## src/rtl/seq_alu_pkg.sv

```systemverilog
// Shared opcode and FSM state definitions for the sequential ALU.
package seq_alu_pkg;

  typedef enum logic [2:0] {
    OpPass  = 3'd0,
    OpAdd   = 3'd1,
    OpLogic = 3'd2,
    OpRor   = 3'd3,
    OpPar   = 3'd4,
    OpShl   = 3'd5,
    OpMul   = 3'd6,
    OpNop   = 3'd7
  } op_e;

  typedef enum logic {
    StIdle,
    StMul
  } state_e;

endpackage

```

## src/rtl/seq_mul_shiftadd.sv

```systemverilog
// N-bit unsigned shift-add multiplier core: load captures operands, each step adds one
// partial product. product_o is the accumulator value that the current step produces.
module seq_mul_shiftadd #(
  parameter int unsigned N = 4
) (
  input  logic           clk_i,
  input  logic           rst_ni,
  input  logic           load_i,
  input  logic           step_i,
  input  logic [N-1:0]   a_i,
  input  logic [N-1:0]   b_i,
  output logic [2*N-1:0] product_o
);

  logic [2*N-1:0] mcand_q, mcand_d;
  logic [2*N-1:0] acc_q, acc_d;
  logic [N-1:0]   mplier_q, mplier_d;

  always_comb begin
    mcand_d  = mcand_q;
    mplier_d = mplier_q;
    acc_d    = acc_q + (mplier_q[0] ? mcand_q : '0);
    if (load_i) begin
      mcand_d  = {{N{1'b0}}, a_i};
      mplier_d = b_i;
      acc_d    = '0;
    end else if (step_i) begin
      mcand_d  = mcand_q << 1;
      mplier_d = mplier_q >> 1;
    end else begin
      acc_d    = acc_q;
    end
  end

  // Next accumulator value, so the final step's sum is visible on the same edge.
  assign product_o = acc_q + (mplier_q[0] ? mcand_q : '0);

  always_ff @(posedge clk_i or negedge rst_ni) begin
    if (!rst_ni) begin
      mcand_q  <= '0;
      mplier_q <= '0;
      acc_q    <= '0;
    end else begin
      mcand_q  <= mcand_d;
      mplier_q <= mplier_d;
      acc_q    <= acc_d;
    end
  end

endmodule

```

## src/rtl/seq_alu.sv

```systemverilog
// Registered N-bit ALU with start/busy/done handshake, multi-cycle multiply and an
// accumulate mode that feeds the previous result back as operand B.
module seq_alu
  import seq_alu_pkg::*;
#(
  parameter int unsigned N = 4
) (
  input  logic           clock,
  input  logic           resetn,
  input  logic           start,
  input  logic [2:0]     op,
  input  logic [N-1:0]   a,
  input  logic [N-1:0]   b,
  input  logic           use_acc,
  output logic [2*N-1:0] result,
  output logic           carry,
  output logic           busy,
  output logic           done
);

  localparam int unsigned CntW = $clog2(N);

  state_e          state_q, state_d;
  logic [2*N-1:0]  result_q, result_d;
  logic            carry_q, carry_d;
  logic            done_q, done_d;
  logic [CntW-1:0] cnt_q, cnt_d;

  logic [N-1:0]    bv;
  logic [N:0]      sum;
  logic [2*N-1:0]  shl_src;
  logic [2*N-1:0]  alu_res;
  logic [2*N-1:0]  mul_prod;
  logic            mul_load;
  logic            mul_step;

  assign bv      = use_acc ? result_q[N-1:0] : b;
  assign sum     = {1'b0, a} + {1'b0, bv};
  assign shl_src = {{N{1'b0}}, a};

  always_comb begin
    alu_res = '0;
    case (op_e'(op))
      OpPass:  alu_res = {a, bv};
      OpAdd:   alu_res = {{(N-1){1'b0}}, sum};
      OpLogic: alu_res = {a | bv, a ^ bv};
      OpRor:   alu_res[0] = |{a, bv};
      OpPar:   alu_res[0] = (~^a) & (~^bv);
      // Full-width shift: any amount >= 2N shifts everything out.
      OpShl:   alu_res = shl_src << bv;
      OpMul:   alu_res = '0;
      OpNop:   alu_res = '0;
    endcase
  end

  assign mul_load = (state_q == StIdle) && start && (op_e'(op) == OpMul);
  assign mul_step = (state_q == StMul);

  seq_mul_shiftadd #(
    .N (N)
  ) u_mul (
    .clk_i     (clock),
    .rst_ni    (resetn),
    .load_i    (mul_load),
    .step_i    (mul_step),
    .a_i       (a),
    .b_i       (bv),
    .product_o (mul_prod)
  );

  always_comb begin
    state_d  = state_q;
    result_d = result_q;
    carry_d  = carry_q;
    done_d   = 1'b0;
    cnt_d    = cnt_q;
    case (state_q)
      StIdle: begin
        if (start) begin
          if (op_e'(op) == OpMul) begin
            state_d = StMul;
            cnt_d   = '0;
          end else begin
            result_d = alu_res;
            done_d   = 1'b1;
            if (op_e'(op) == OpAdd) carry_d = sum[N];
          end
        end
      end
      StMul: begin
        cnt_d = cnt_q + 1'b1;
        if (cnt_q == CntW'(N - 1)) begin
          result_d = mul_prod;
          done_d   = 1'b1;
          cnt_d    = '0;
          state_d  = StIdle;
        end
      end
      default: state_d = StIdle;
    endcase
  end

  always_ff @(posedge clock or negedge resetn) begin
    if (!resetn) begin
      state_q  <= StIdle;
      result_q <= '0;
      carry_q  <= 1'b0;
      done_q   <= 1'b0;
      cnt_q    <= '0;
    end else begin
      state_q  <= state_d;
      result_q <= result_d;
      carry_q  <= carry_d;
      done_q   <= done_d;
      cnt_q    <= cnt_d;
    end
  end

  assign result = result_q;
  assign carry  = carry_q;
  assign done   = done_q;
  assign busy   = (state_q == StMul);

endmodule

```

## config.mk

```make
export PLATFORM = sky130hd
export DESIGN_NAME = seq_alu
export DESIGN_NICKNAME = d
export VERILOG_FILES = /design/src/rtl/seq_alu_pkg.sv /design/src/rtl/seq_mul_shiftadd.sv /design/src/rtl/seq_alu.sv
export SDC_FILE = /design/constraint.sdc
export NUM_CORES = 1
export LEC_CHECK = 0
export BUFFER_PORTS_ARGS = -buffer_cell sky130_fd_sc_hd__buf_2
export CORE_MARGIN = 1
export CORE_UTILIZATION = 60
export DETAILED_ROUTE_END_ITERATION = 6
export GPL_TIMING_DRIVEN = 0
export PLACE_DENSITY = 0.81
export SETUP_SLACK_MARGIN = 0.15
export SLEW_MARGIN = 20
export SYNTH_ARGS = -nofsm -noshare
export SYNTH_HDL_FRONTEND = slang
export SYNTH_HIERARCHICAL = 1
export SYNTH_SLANG_ARGS = --single-unit
```

## constraint.sdc

```tcl
create_clock -name clock -period 3.5 [get_ports clock]
set_input_delay 0.175 -clock clock [delete_from_list [all_inputs] [get_ports clock]]
set_output_delay 0.175 -clock clock [all_outputs]
set_load 0.03 [all_outputs]
```

==> impl_metrics.py, run 1 <==
metrics = {
    "yosys": {
        "async_flop_share_pct": 100,
        "synth_edf_count": 0,
        "synth_top_area_share_pct": 31.5,
        "synth-simple-area-share_pct": 20.0,
        "synth_warnings": 6,
        "yosysMostFrequentCell": "dfrtp_1",
        "muxShareOfSynthArea_pct": 10.3,
        "postSynthCellCount": 295,
        "synth_top_family_by_area": "simple AND/OR/NAND/NOR gates",
        "synth_top_cells_by_count": "dfrtp_1 (33), nand2_1 (30), nor2_1 (27)",
        "ys_types": 55,
        "synth.avg_cell_area_um2": 8.89,
        "syn_nets": 334,
        "synth_xor_area_share_pct": 4.34,
        "ys.flop_type": "dfrtp_1",
        "ys_seq_elements": 33,
        "synth_adder_area_share_pct": 12.0,
        "synth_area_leaders": "dfrtp_1 (31%), ha_1 (10%), mux2i_1 (8.0%)",
        "syn_area_um2": 2620,
        "synth_top_area_cell": "dfrtp_1",
        "ys_seq_area_share_pct": 31.5,
        "synth_compound_area_share_pct": 17.4,
    },
    "clocking": {
        "cts_inserted_buffers": 5,
        "cts_resized": 0,
        "cts.sinks": 33,
        "cts_max_level": 2,
        "clk_pin_slew_ns": 0.07,
        "clk_latency_ns": 0.29,
        "ctsHoldBuffers": 1,
        "tritoncts": "built",
        "post-cts-setup-buffer-count": 0,
        "cts_root_buffer": "clkbuf_8",
        "clockBufferDepth": 2,
    },
    "min_path": {
        "hold_depth": 3,
        "min_from": "start",
        "worstHoldEndpoint": "busy",
        "worst_hold_path_type": "primary input to register",
    },
    "power_and_ir_drop": {
        "p_int_uw": 1190,
        "vdd_drop_max_mv": 0.365,
        "switching_power_uw": 939,
        "p_seq_share_pct": 31.9,
        "power.share.combinational_pct": 50.2,
        "power_density_nw_per_um2": 726,
        "p_total_uw": 2120,
        "clkPwrFrac_pct": 17.9,
        "p_sw_share_pct": 44.2,
        "leakage_uw": 0.00140,
    },
    "floorplanning": {
        "die_area_um2": 4640,
        "start_util_pct": 64.2,
        "rows": 23,
        "die_y_um": 68.1,
        "fp.dieW_um": 68.1,
        "pin_count": 26,
        "core_um2": 4090,
    },
    "timing": {
        "max_freq_ghz": 0.362,
        "finalSetupTns_ns": 0,
        "grt_setup_unrepaired": "no",
        "slew_headroom_pct": 50.0,
        "worst_slew_pin_slew_ns": 0.749,
        "skew_ns": 0.0114,
        "report.final.slew_viol_count": 0,
        "fin_crit_ns": 2.76,
        "finalCritPeriodShare_pct": 78.9,
        "hold_viol": 0,
        "setup_violations": 0,
    },
    "setup_path": {
        "crit_path_start_kind": "register",
        "critPathMaxFanout": 10,
        "cp-end-kind": "register",
        "crit_type": "register to register",
        "crit_chain": "and2_1 > ha_1 > fa_1 > a21o_2 > a21oi_1 > o21ai_0 > nor2_1 > xnor2_1 > a221oi_1 > o21ai_0",
        "r2r-start": "u_mul/mplier_q[0]",
        "path_delay_family": "compound AO/OA/AOI/OAI gates",
        "cp_slowest_cell": "dfrtp_1",
        "crit_required_ns": 3.67,
        "slowest_delay_ns": 0.48,
        "critPathMostFrequentCell": "o21ai_0",
        "r2r_slack_ns": 0.74,
        "worstRegToRegCells": 10,
        "arrival_ns": 2.93,
        "r2r_end": "result[6]",
        "crit_buf_inv": 0,
    },
    "placed_design": {
        "dpl.cell_count": 367,
        "dp_hpwl_um": 4810,
        "finalWeightedCongestion": 0.959,
        "io_buffer_count": 22,
    },
    "global_routing": {
        "grt_overflow": 0,
        "gr-usage-all-layers_pct": 30.7,
        "grt_first_pass_wirelength_um": 10300,
        "grt_pass1_vias": 2044,
        "grt_max_degree": 34,
        "antenna_found_initial": 0,
    },
    "drt": {
        "drt_iter0_markers": 165,
        "ant_nets": 0,
        "wl_per_cell_um": 17.2,
        "avgViaCountPerCell": 6.26,
        "routed_wl_um": 6460,
        "routed-via-count": 2353,
        "drc_errors": 0,
        "drt-pass1-iter-count": 5,
    },
    "run_status": {
        "outcome": "complete, no violations",
    },
    "final_layout": {
        "nets": 364,
        "antenna_cells": 0,
        "layout.cells.non_filler": 376,
        "drive_gt1_share_pct": 14.4,
        "syn2layout_area_growth_pct": 11.5,
        "num-fill-cells": 336,
    },
    "run": {
        "cap_violations": 0,
    },
}
==> registers in the layout (all words and copies together), names as in the netlist <==
name	count
busy	1
carry	1
cnt_q	2
done	1
result	8
u_mul/acc_q	8
u_mul/mcand_q	8
u_mul/mplier_q	4
==> cells in the final DEF (no fill, tap or decap), types with 2 or more instances in the layout <==
master,Yosys,layout
a2111oi_0,2,2
a211oi_1,4,4
a21o_1,3,3
a21oi_1,14,14
a221o_1,2,2
a221oi_1,3,3
a22oi_1,2,2
a311oi_1,2,2
a31oi_1,4,4
and2_1,8,8
and3_1,2,2
buf_2,5,27
buf_4,2,2
clkbuf_1,7,7
clkbuf_8,0,6
dfrtp_1,33,33
fa_1,2,2
ha_1,22,22
inv_1,10,10
mux2i_1,21,21
mux2i_2,2,2
nand2_1,30,30
nand2b_1,4,4
nand3_1,9,9
nand4_1,2,2
nor2_1,27,27
nor2b_1,5,5
nor3_1,4,4
nor4b_1,2,2
o211ai_1,3,3
o21ai_0,22,22
or3_1,2,2
xnor2_1,9,9
xor2_1,4,4
==> cell type report <==
cell class	instances	area [um^2]	share of cell area [%]
Sequential cell	33	826	28.2
Inverter	10	37.5	1.28
Tap cell	50	62.6	2.14
Clock inverter	2	37.5	1.28
Timing Repair Buffer	23	120	4.10
Buffer	15	77.6	2.65
Clock buffer	6	82.6	2.82
Multi-Input combinational cell	237	1680	57.5
==> through the flow <==
stage / hold slack (ns) / setup slack, ns / utilization, % / cell area (um^2)
detailed placement: 0.282 / 0.774 / 68.4 / 2800
floorplan: -0.121 / 1.15 / - / 2620
CTS: 0.184 / 0.761 / 71.6 / 2930
global route: 0.222 / 0.568 / 71.6 / 2930
global placement: 0.274 / 0.803 / 68.4 / 2800
finish: 0.192 / 0.739 / 71.6 / 2930
==> logic make-up (layout without fill, tap and decap cells) <==
group / Yosys count / after routing
and+or+nand+nor: 105 / 105
muxes: 25 / 25
buffers and inverters: 25 / 56
DFF: 33 / 33
adders and majority gates: 24 / 24
xor gates and xnor gates: 13 / 13
AOI/OAI and AO/OA: 70 / 70
==> layer usage <==
metal	vias to the layer above	track usage, %	wire length [um]
li1	1129	-	-
met2	89	47.1	3010
met4	0	7.29	66
met3	7	6.00	450
met5	-	0	0
met1	1128	44.1	2930
==> how the worst max path moves through the flow <==
| stage | startpoint | endpoint | slack (ns) | cells past startpoint |
|---|---|---|---|---|
| global placement | u_mul/mplier_q[0] | result[6] | 0.80 | 10 |
| detailed placement | u_mul/mplier_q[0] | result[6] | 0.77 | 10 |
| global route | u_mul/mplier_q[0] | result[6] | 0.57 | 10 |
| CTS | u_mul/mplier_q[0] | result[6] | 0.76 | 10 |
| floorplan | u_mul/mplier_q[0] | result[6] | 1.15 | 10 |
| finish | u_mul/mplier_q[0] | result[6] | 0.74 | 10 |
==> power groups by stage <==
stage | registers (uW) | logic (uW) | clock network (uW)
detailed placement | 684 | 1050 | 0
CTS | 676 | 1060 | 385
floorplan | 763 | 686 | 0
global placement | 672 | 1030 | 0
global route | 697 | 1170 | 399
finish | 678 | 1070 | 381
==> worst reg2reg max path, cell delays in order, from the launching register on <==
cell and delay [ns]:
dfrtp_1 0.48, and2_1 0.19, ha_1 0.24, fa_1 0.42
a21o_2 0.21, a21oi_1 0.21, o21ai_0 0.19, nor2_1 0.16
xnor2_1 0.09, a221oi_1 0.33, o21ai_0 0.12
(Power assumes the default switching activity.)
==> run 2, diff against run 1 <==
==> constraint.sdc (replaced) <==
create_clock -name clock -period 2.71 [get_ports clock]
set_input_delay 0.1355 -clock clock [delete_from_list [all_inputs] [get_ports clock]]
set_output_delay 0.1355 -clock clock [all_outputs]
set_load 0.03 [all_outputs]
==> impl_metrics.py, run 2 (same netlist as run 1, synthesis figures left out) <==
metrics = {
    "floorplanning": {
        "rows": 23,
        "pin_count": 26,
        "die_area_um2": 4640,
        "fp.dieW_um": 68.1,
        "start_util_pct": 64.2,
        "die_y_um": 68.1,
        "core_um2": 4090,
    },
    "final_layout": {
        "syn2layout_area_growth_pct": 13.5,
        "layout.cells.non_filler": 380,
        "num-fill-cells": 336,
        "drive_gt1_share_pct": 17.3,
        "nets": 368,
        "layout_commonest_cell": "dfrtp_1",
        "most-common-layout-cells": "dfrtp_1 (32), nand2_1 (30), buf_2 (27), nor2_1 (27), ha_1 (22)",
        "antenna_cells": 0,
    },
    "setup_path": {
        "r2r-start": "result[0]",
        "r2r_end": "result[1]",
        "cp-end-kind": "register",
        "crit_path_start_kind": "register",
        "cp-endpoint": "result[1]",
        "r2r_slack_ns": 0.27,
        "crit_start": "result[0]",
        "crit_required_ns": 2.90,
        "worstRegToRegCells": 9,
        "critPathMaxFanout": 5,
        "arrival_ns": 2.63,
        "crit_type": "register to register",
    },
    "clocking": {
        "clk_pin_slew_ns": 0.08,
        "cts.sinks": 33,
        "cts_max_level": 2,
        "cts_inserted_buffers": 5,
        "tritoncts": "built",
        "cts_root_buffer": "clkbuf_8",
        "clk_latency_ns": 0.29,
        "clockBufferDepth": 2,
    },
    "timing": {
        "max_freq_ghz": 0.410,
        "slew_headroom_pct": 50.7,
        "fin_ws_ns": 0.268,
        "finalCritPeriodShare_pct": 90.1,
        "hold_viol": 0,
        "fin_crit_ns": 2.44,
        "worst_slew_pin_slew_ns": 0.740,
        "report.final.slew_viol_count": 0,
        "setup_violations": 0,
        "grt_setup_unrepaired": "yes",
        "skew_ns": 0.0127,
    },
    "placed_design": {
        "post-place-ws_ns": -0.0158,
        "dp_hpwl_um": 4810,
        "dpl.cell_count": 367,
        "finalWeightedCongestion": 0.959,
        "io_buffer_count": 22,
    },
    "drt": {
        "routed-wl-met2_um": 2920,
        "ant_nets": 0,
        "routed-via-count": 2352,
        "met3RoutedLength_um": 511,
        "dr.max_layer_used": "met4",
        "wl_per_cell_um": 17.0,
        "routed_wl_um": 6470,
        "drt-pass1-iter-count": 4,
        "drt_iter0_markers": 178,
        "drc_errors": 0,
        "avgViaCountPerCell": 6.19,
        "wl_met1_um": 2860,
    },
    "power_and_ir_drop": {
        "vdd_drop_max_mv": 0.478,
        "p_total_uw": 2800,
        "leakage_uw": 0.00142,
        "power_density_nw_per_um2": 939,
    },
    "global_routing": {
        "grt_overflow": 0,
        "gr-usage-all-layers_pct": 30.9,
        "grt_pass1_vias": 2060,
        "grt_max_degree": 34,
        "antenna_found_initial": 0,
        "grt_first_pass_wirelength_um": 10300,
    },
    "run": {
        "cap_violations": 0,
    },
    "run_status": {
        "outcome": "complete, no violations",
    },
    "min_path": {
        "worst_hold_path_type": "primary input to register",
    },
}
run 2: cell type report:
type                    instances  area, um^2  area share [%]
well taps                      50        62.6            2.10
flip-flops and latches         33         827            27.8
repair buffers                 27         150            5.04
clock buffers                   6        82.6            2.77
inverters                      10        37.5            1.26
plain buffers                  15        78.8            2.65
multi-input cells             237        1700            57.1
clock inverters                 2        37.5            1.26
run 2: worst max-delay path, stage by stage, from the launching register on:
cell	delay, ns
dfrtp_1	0.46
mux2i_4	0.24
inv_1	0.11
ha_1	0.24
fa_1	0.44
nand2_1	0.06
o21ai_0	0.11
a222oi_1	0.34
a211oi_1	0.16
a21o_1	0.17
run 2: worst min-delay path by stage:
stage | start | end | slack (ns) | depth (start not counted)
2_1_floorplan | resetn | busy | -0.16 | 0
3_3_place_gp | resetn | u_mul/acc_q[6] | 0.23 | 1
3_5_place_dp | resetn | u_mul/acc_q[6] | 0.24 | 1
4_1_cts | start | busy | 0.14 | 3
5_1_grt | start | busy | 0.18 | 3
6_report | start | busy | 0.16 | 3
run 2: where the power goes:
part           internal (uW)  total [uW]  switching [uW]  leakage [uW]
combinational            567        1440             872      0.000936
sequential               698         867             169      0.000429
clock                    299         491             192     0.0000574
total                   1560        2800            1230       0.00142
run 2: routing by layer:
metal	global-route usage, %	vias to the layer above
met2	47.3	107
met5	0	-
met4	8.07	0
met3	6.67	20
met1	43.6	1091
li1	-	1134
run 2: stage by stage:
step,util [%],instance area (um^2),setup TNS [ns],hold WS [ns]
floorplan,-,2620,0,-0.160
global placement,68.4,2800,0,0.235
detailed placement,68.4,2800,-0.0158,0.243
CTS,71.9,2940,0,0.145
global route,72.9,2980,0,0.181
finish,72.9,2980,0,0.156
run 2: what timing repair did:
| action | 4_1_cts | 5_1_grt |
|---|---|---|
| gates resized for setup | 5 | 4 |
| hold buffers | 1 | 0 |
| pin swaps | 0 | 1 |
| hold endpoints to repair | 33 | 0 |
| endpoints found under the setup margin | 2 | 8 |
| setup buffers | 0 | 4 |
==> run 3, diff against run 2 <==
--- a/config.mk
+++ b/config.mk
@@ -7,13 +7,12 @@
 export LEC_CHECK = 0
 export BUFFER_PORTS_ARGS = -buffer_cell sky130_fd_sc_hd__buf_2
 export CORE_MARGIN = 1
-export CORE_UTILIZATION = 60
+export CORE_UTILIZATION = 59
 export DETAILED_ROUTE_END_ITERATION = 6
 export GPL_TIMING_DRIVEN = 0
-export PLACE_DENSITY = 0.81
+export PLACE_DENSITY = 0.8
 export SETUP_SLACK_MARGIN = 0.15
 export SLEW_MARGIN = 20
 export SYNTH_ARGS = -nofsm -noshare
 export SYNTH_HDL_FRONTEND = slang
-export SYNTH_HIERARCHICAL = 1
 export SYNTH_SLANG_ARGS = --single-unit
==> impl_metrics.py, run 3 <==
metrics = {
    "clocking": {
        "clockBufferDepth": 2,
        "cts_max_level": 2,
        "clk_latency_ns": 0.29,
        "cts_inserted_buffers": 5,
        "tritoncts": "built",
        "cts.sinks": 33,
        "clk_pin_slew_ns": 0.07,
        "cts_root_buffer": "clkbuf_8",
    },
    "floorplanning": {
        "rows": 23,
        "core_um2": 4030,
        "start_util_pct": 61.9,
        "pin_count": 26,
        "fp.dieW_um": 67.0,
        "die_y_um": 67.0,
        "die_area_um2": 4490,
    },
    "final_layout": {
        "antenna_cells": 0,
        "most-common-layout-cells": "dfrtp_1 (33), nand2_1 (32), nor2_1 (30), a21oi_1 (27), buf_2 (26)",
        "layout_commonest_cell": "dfrtp_1",
        "nets": 362,
        "drive_gt1_share_pct": 14.8,
        "stdcell_area_um2": 2810,
        "layout.cells.non_filler": 374,
        "syn2layout_area_growth_pct": 12.8,
    },
    "yosys": {
        "synth_warnings": 0,
        "syn_area_um2": 2490,
        "yosysMostFrequentCell": "dfrtp_1",
        "synth_area_leaders": "dfrtp_1 (33%), ha_1 (11%), a21oi_1 (5.4%)",
        "syn_nets": 328,
        "async_flop_share_pct": 100,
        "synth_edf_count": 0,
        "ys_seq_area_share_pct": 33.1,
        "synth_top_area_cell": "dfrtp_1",
        "synth.avg_cell_area_um2": 8.62,
        "ys_seq_elements": 33,
        "postSynthCellCount": 289,
        "synth_top_cells_by_count": "dfrtp_1 (33), nand2_1 (32), nor2_1 (30)",
        "ys_types": 50,
        "synth_top_area_share_pct": 33.1,
        "ys.flop_type": "dfrtp_1",
    },
    "setup_path": {
        "r2r-start": "u_mul.mplier_q[0]",
        "cp-end-kind": "register",
        "slowest_delay_ns": 0.46,
        "worstRegToRegCells": 8,
        "r2r_end": "result[6]",
        "crit_required_ns": 2.94,
        "cp_slowest_cell": "dfrtp_1",
        "r2r_slack_ns": 0.35,
        "crit_path_start_kind": "register",
        "crit_type": "register to register",
        "arrival_ns": 2.60,
        "critPathMaxFanout": 9,
        "crit_chain": "and2_1 > ha_1 > fa_1 > a211oi_2 > o21ai_0 > and3_1 > nor3_2 > o22a_1",
    },
    "drt": {
        "drt_iter0_markers": 156,
        "drt-pass1-iter-count": 4,
        "routed-via-count": 2286,
        "avgViaCountPerCell": 6.11,
        "routed_wl_um": 6370,
        "ant_nets": 0,
        "wl_per_cell_um": 17.0,
        "drc_errors": 0,
    },
    "global_routing": {
        "antenna_found_initial": 0,
        "grt_first_pass_wirelength_um": 10300,
        "grt_overflow": 0,
        "grt_pass1_vias": 2142,
        "gr-usage-all-layers_pct": 31.3,
        "grt_max_degree": 34,
    },
    "timing": {
        "fin_ws_ns": 0.346,
        "max_freq_ghz": 0.423,
        "holdWs_ns": 0.244,
        "finalSetupTns_ns": 0,
        "grt_setup_unrepaired": "no",
        "report.final.slew_viol_count": 0,
        "hold_viol": 0,
        "skew_ns": 0.00311,
        "fin_crit_ns": 2.36,
        "worst_slew_pin_slew_ns": 0.809,
        "setup_violations": 0,
        "slew_headroom_pct": 45.8,
        "finalCritPeriodShare_pct": 87.2,
    },
    "min_path": {
        "worst_hold_path_type": "primary input to register",
        "hold_depth": 3,
        "min_from": "start",
        "worstHoldEndpoint": "result[0]",
    },
    "run": {
        "cap_violations": 0,
    },
    "power_and_ir_drop": {
        "power_density_nw_per_um2": 894,
        "vdd_drop_max_mv": 0.622,
        "leakage_uw": 0.00138,
    },
    "placed_design": {
        "dpl.cell_count": 363,
        "post-place-ws_ns": 0.198,
        "dpl_cell_area_um2": 2680,
        "io_buffer_count": 24,
        "finalWeightedCongestion": 0.952,
        "dp_hpwl_um": 4840,
    },
    "run_status": {
        "outcome": "complete, no violations",
    },
}
==> run 3: cell count changes after synthesis, moves of 4 or more <==
cell,change
a21oi_1,+13
xnor2_1,-6
a31o_2,+4
mux2i_1,-12
nand3_1,-5
==> run 3: report_power, final <==
part           switching (uW)  internal [uW]
logic                     791            454
clock network             188            230
registers                 162            688
==> run 3: what timing repair did <==
item                                   CTS  global route
resized for setup                        0             2
endpoints found under the hold margin   33             0
hold buffers                             1             0
setup buffers                            0             2
setup endpoints to repair                0             4
==> run 3: cells by family after synthesis <==
| kind of cell | share of synthesized area, % |
|---|---|
| xor gates and xnor gates | 2.11 |
| DFF | 33.1 |
| muxes | 6.33 |
| and+or+nand+nor | 18.8 |
| AOI/OAI and AO/OA | 22.8 |
| adders and majority gates | 12.7 |
| buffers and inverters | 4.17 |
==> run 3: how the worst max path moves through the flow <==
stage,startpoint,to,slack (ns),depth (start not counted)
after CTS,result[0],result[4],0.17,9
after global placement,result[0],result[4],0.16,9
final,u_mul.mplier_q[0],result[6],0.35,8
after detailed placement,result[0],result[4],0.20,9
after floorplan,result[0],result[4],0.39,9
after global routing,u_mul.mplier_q[0],result[6],0.20,8
==> run 3: per-stage QoR <==
stage	utilization [%]	power (uW)
2_1_floorplan	-	1710
3_3_place_gp	66.4	2030
3_5_place_dp	66.4	2070
4_1_cts	69.2	2490
5_1_grt	69.8	2690
6_report	69.8	2510
==> run 3: layer usage <==
layer  global-route usage (%)  vias to the layer above  wire length (um)
met3                     5.31                       17               378
met5                        0                        -                 0
met2                     49.5                       68              2940
li1                         -                     1114                 -
met4                     8.51                        0                95
met1                     43.4                     1087              2960
==> run 3: cell type report <==
type	count	area [um^2]
fillers	337	1220
clock buffers	7	96.3
flip-flops and latches	33	826
multi-input cells	231	1570
well taps	50	62.6
inverters	12	45.0
plain buffers	13	58.8
repair buffers	27	145
clock inverters	1	5.00
==> run 3: worst max-delay path: cells and delay by family, from the launching register on <==
family	cells	cell delay, ns
fa+ha+maj	2	0.67
simple gates	3	0.62
flops	1	0.46
compound gates	3	0.55
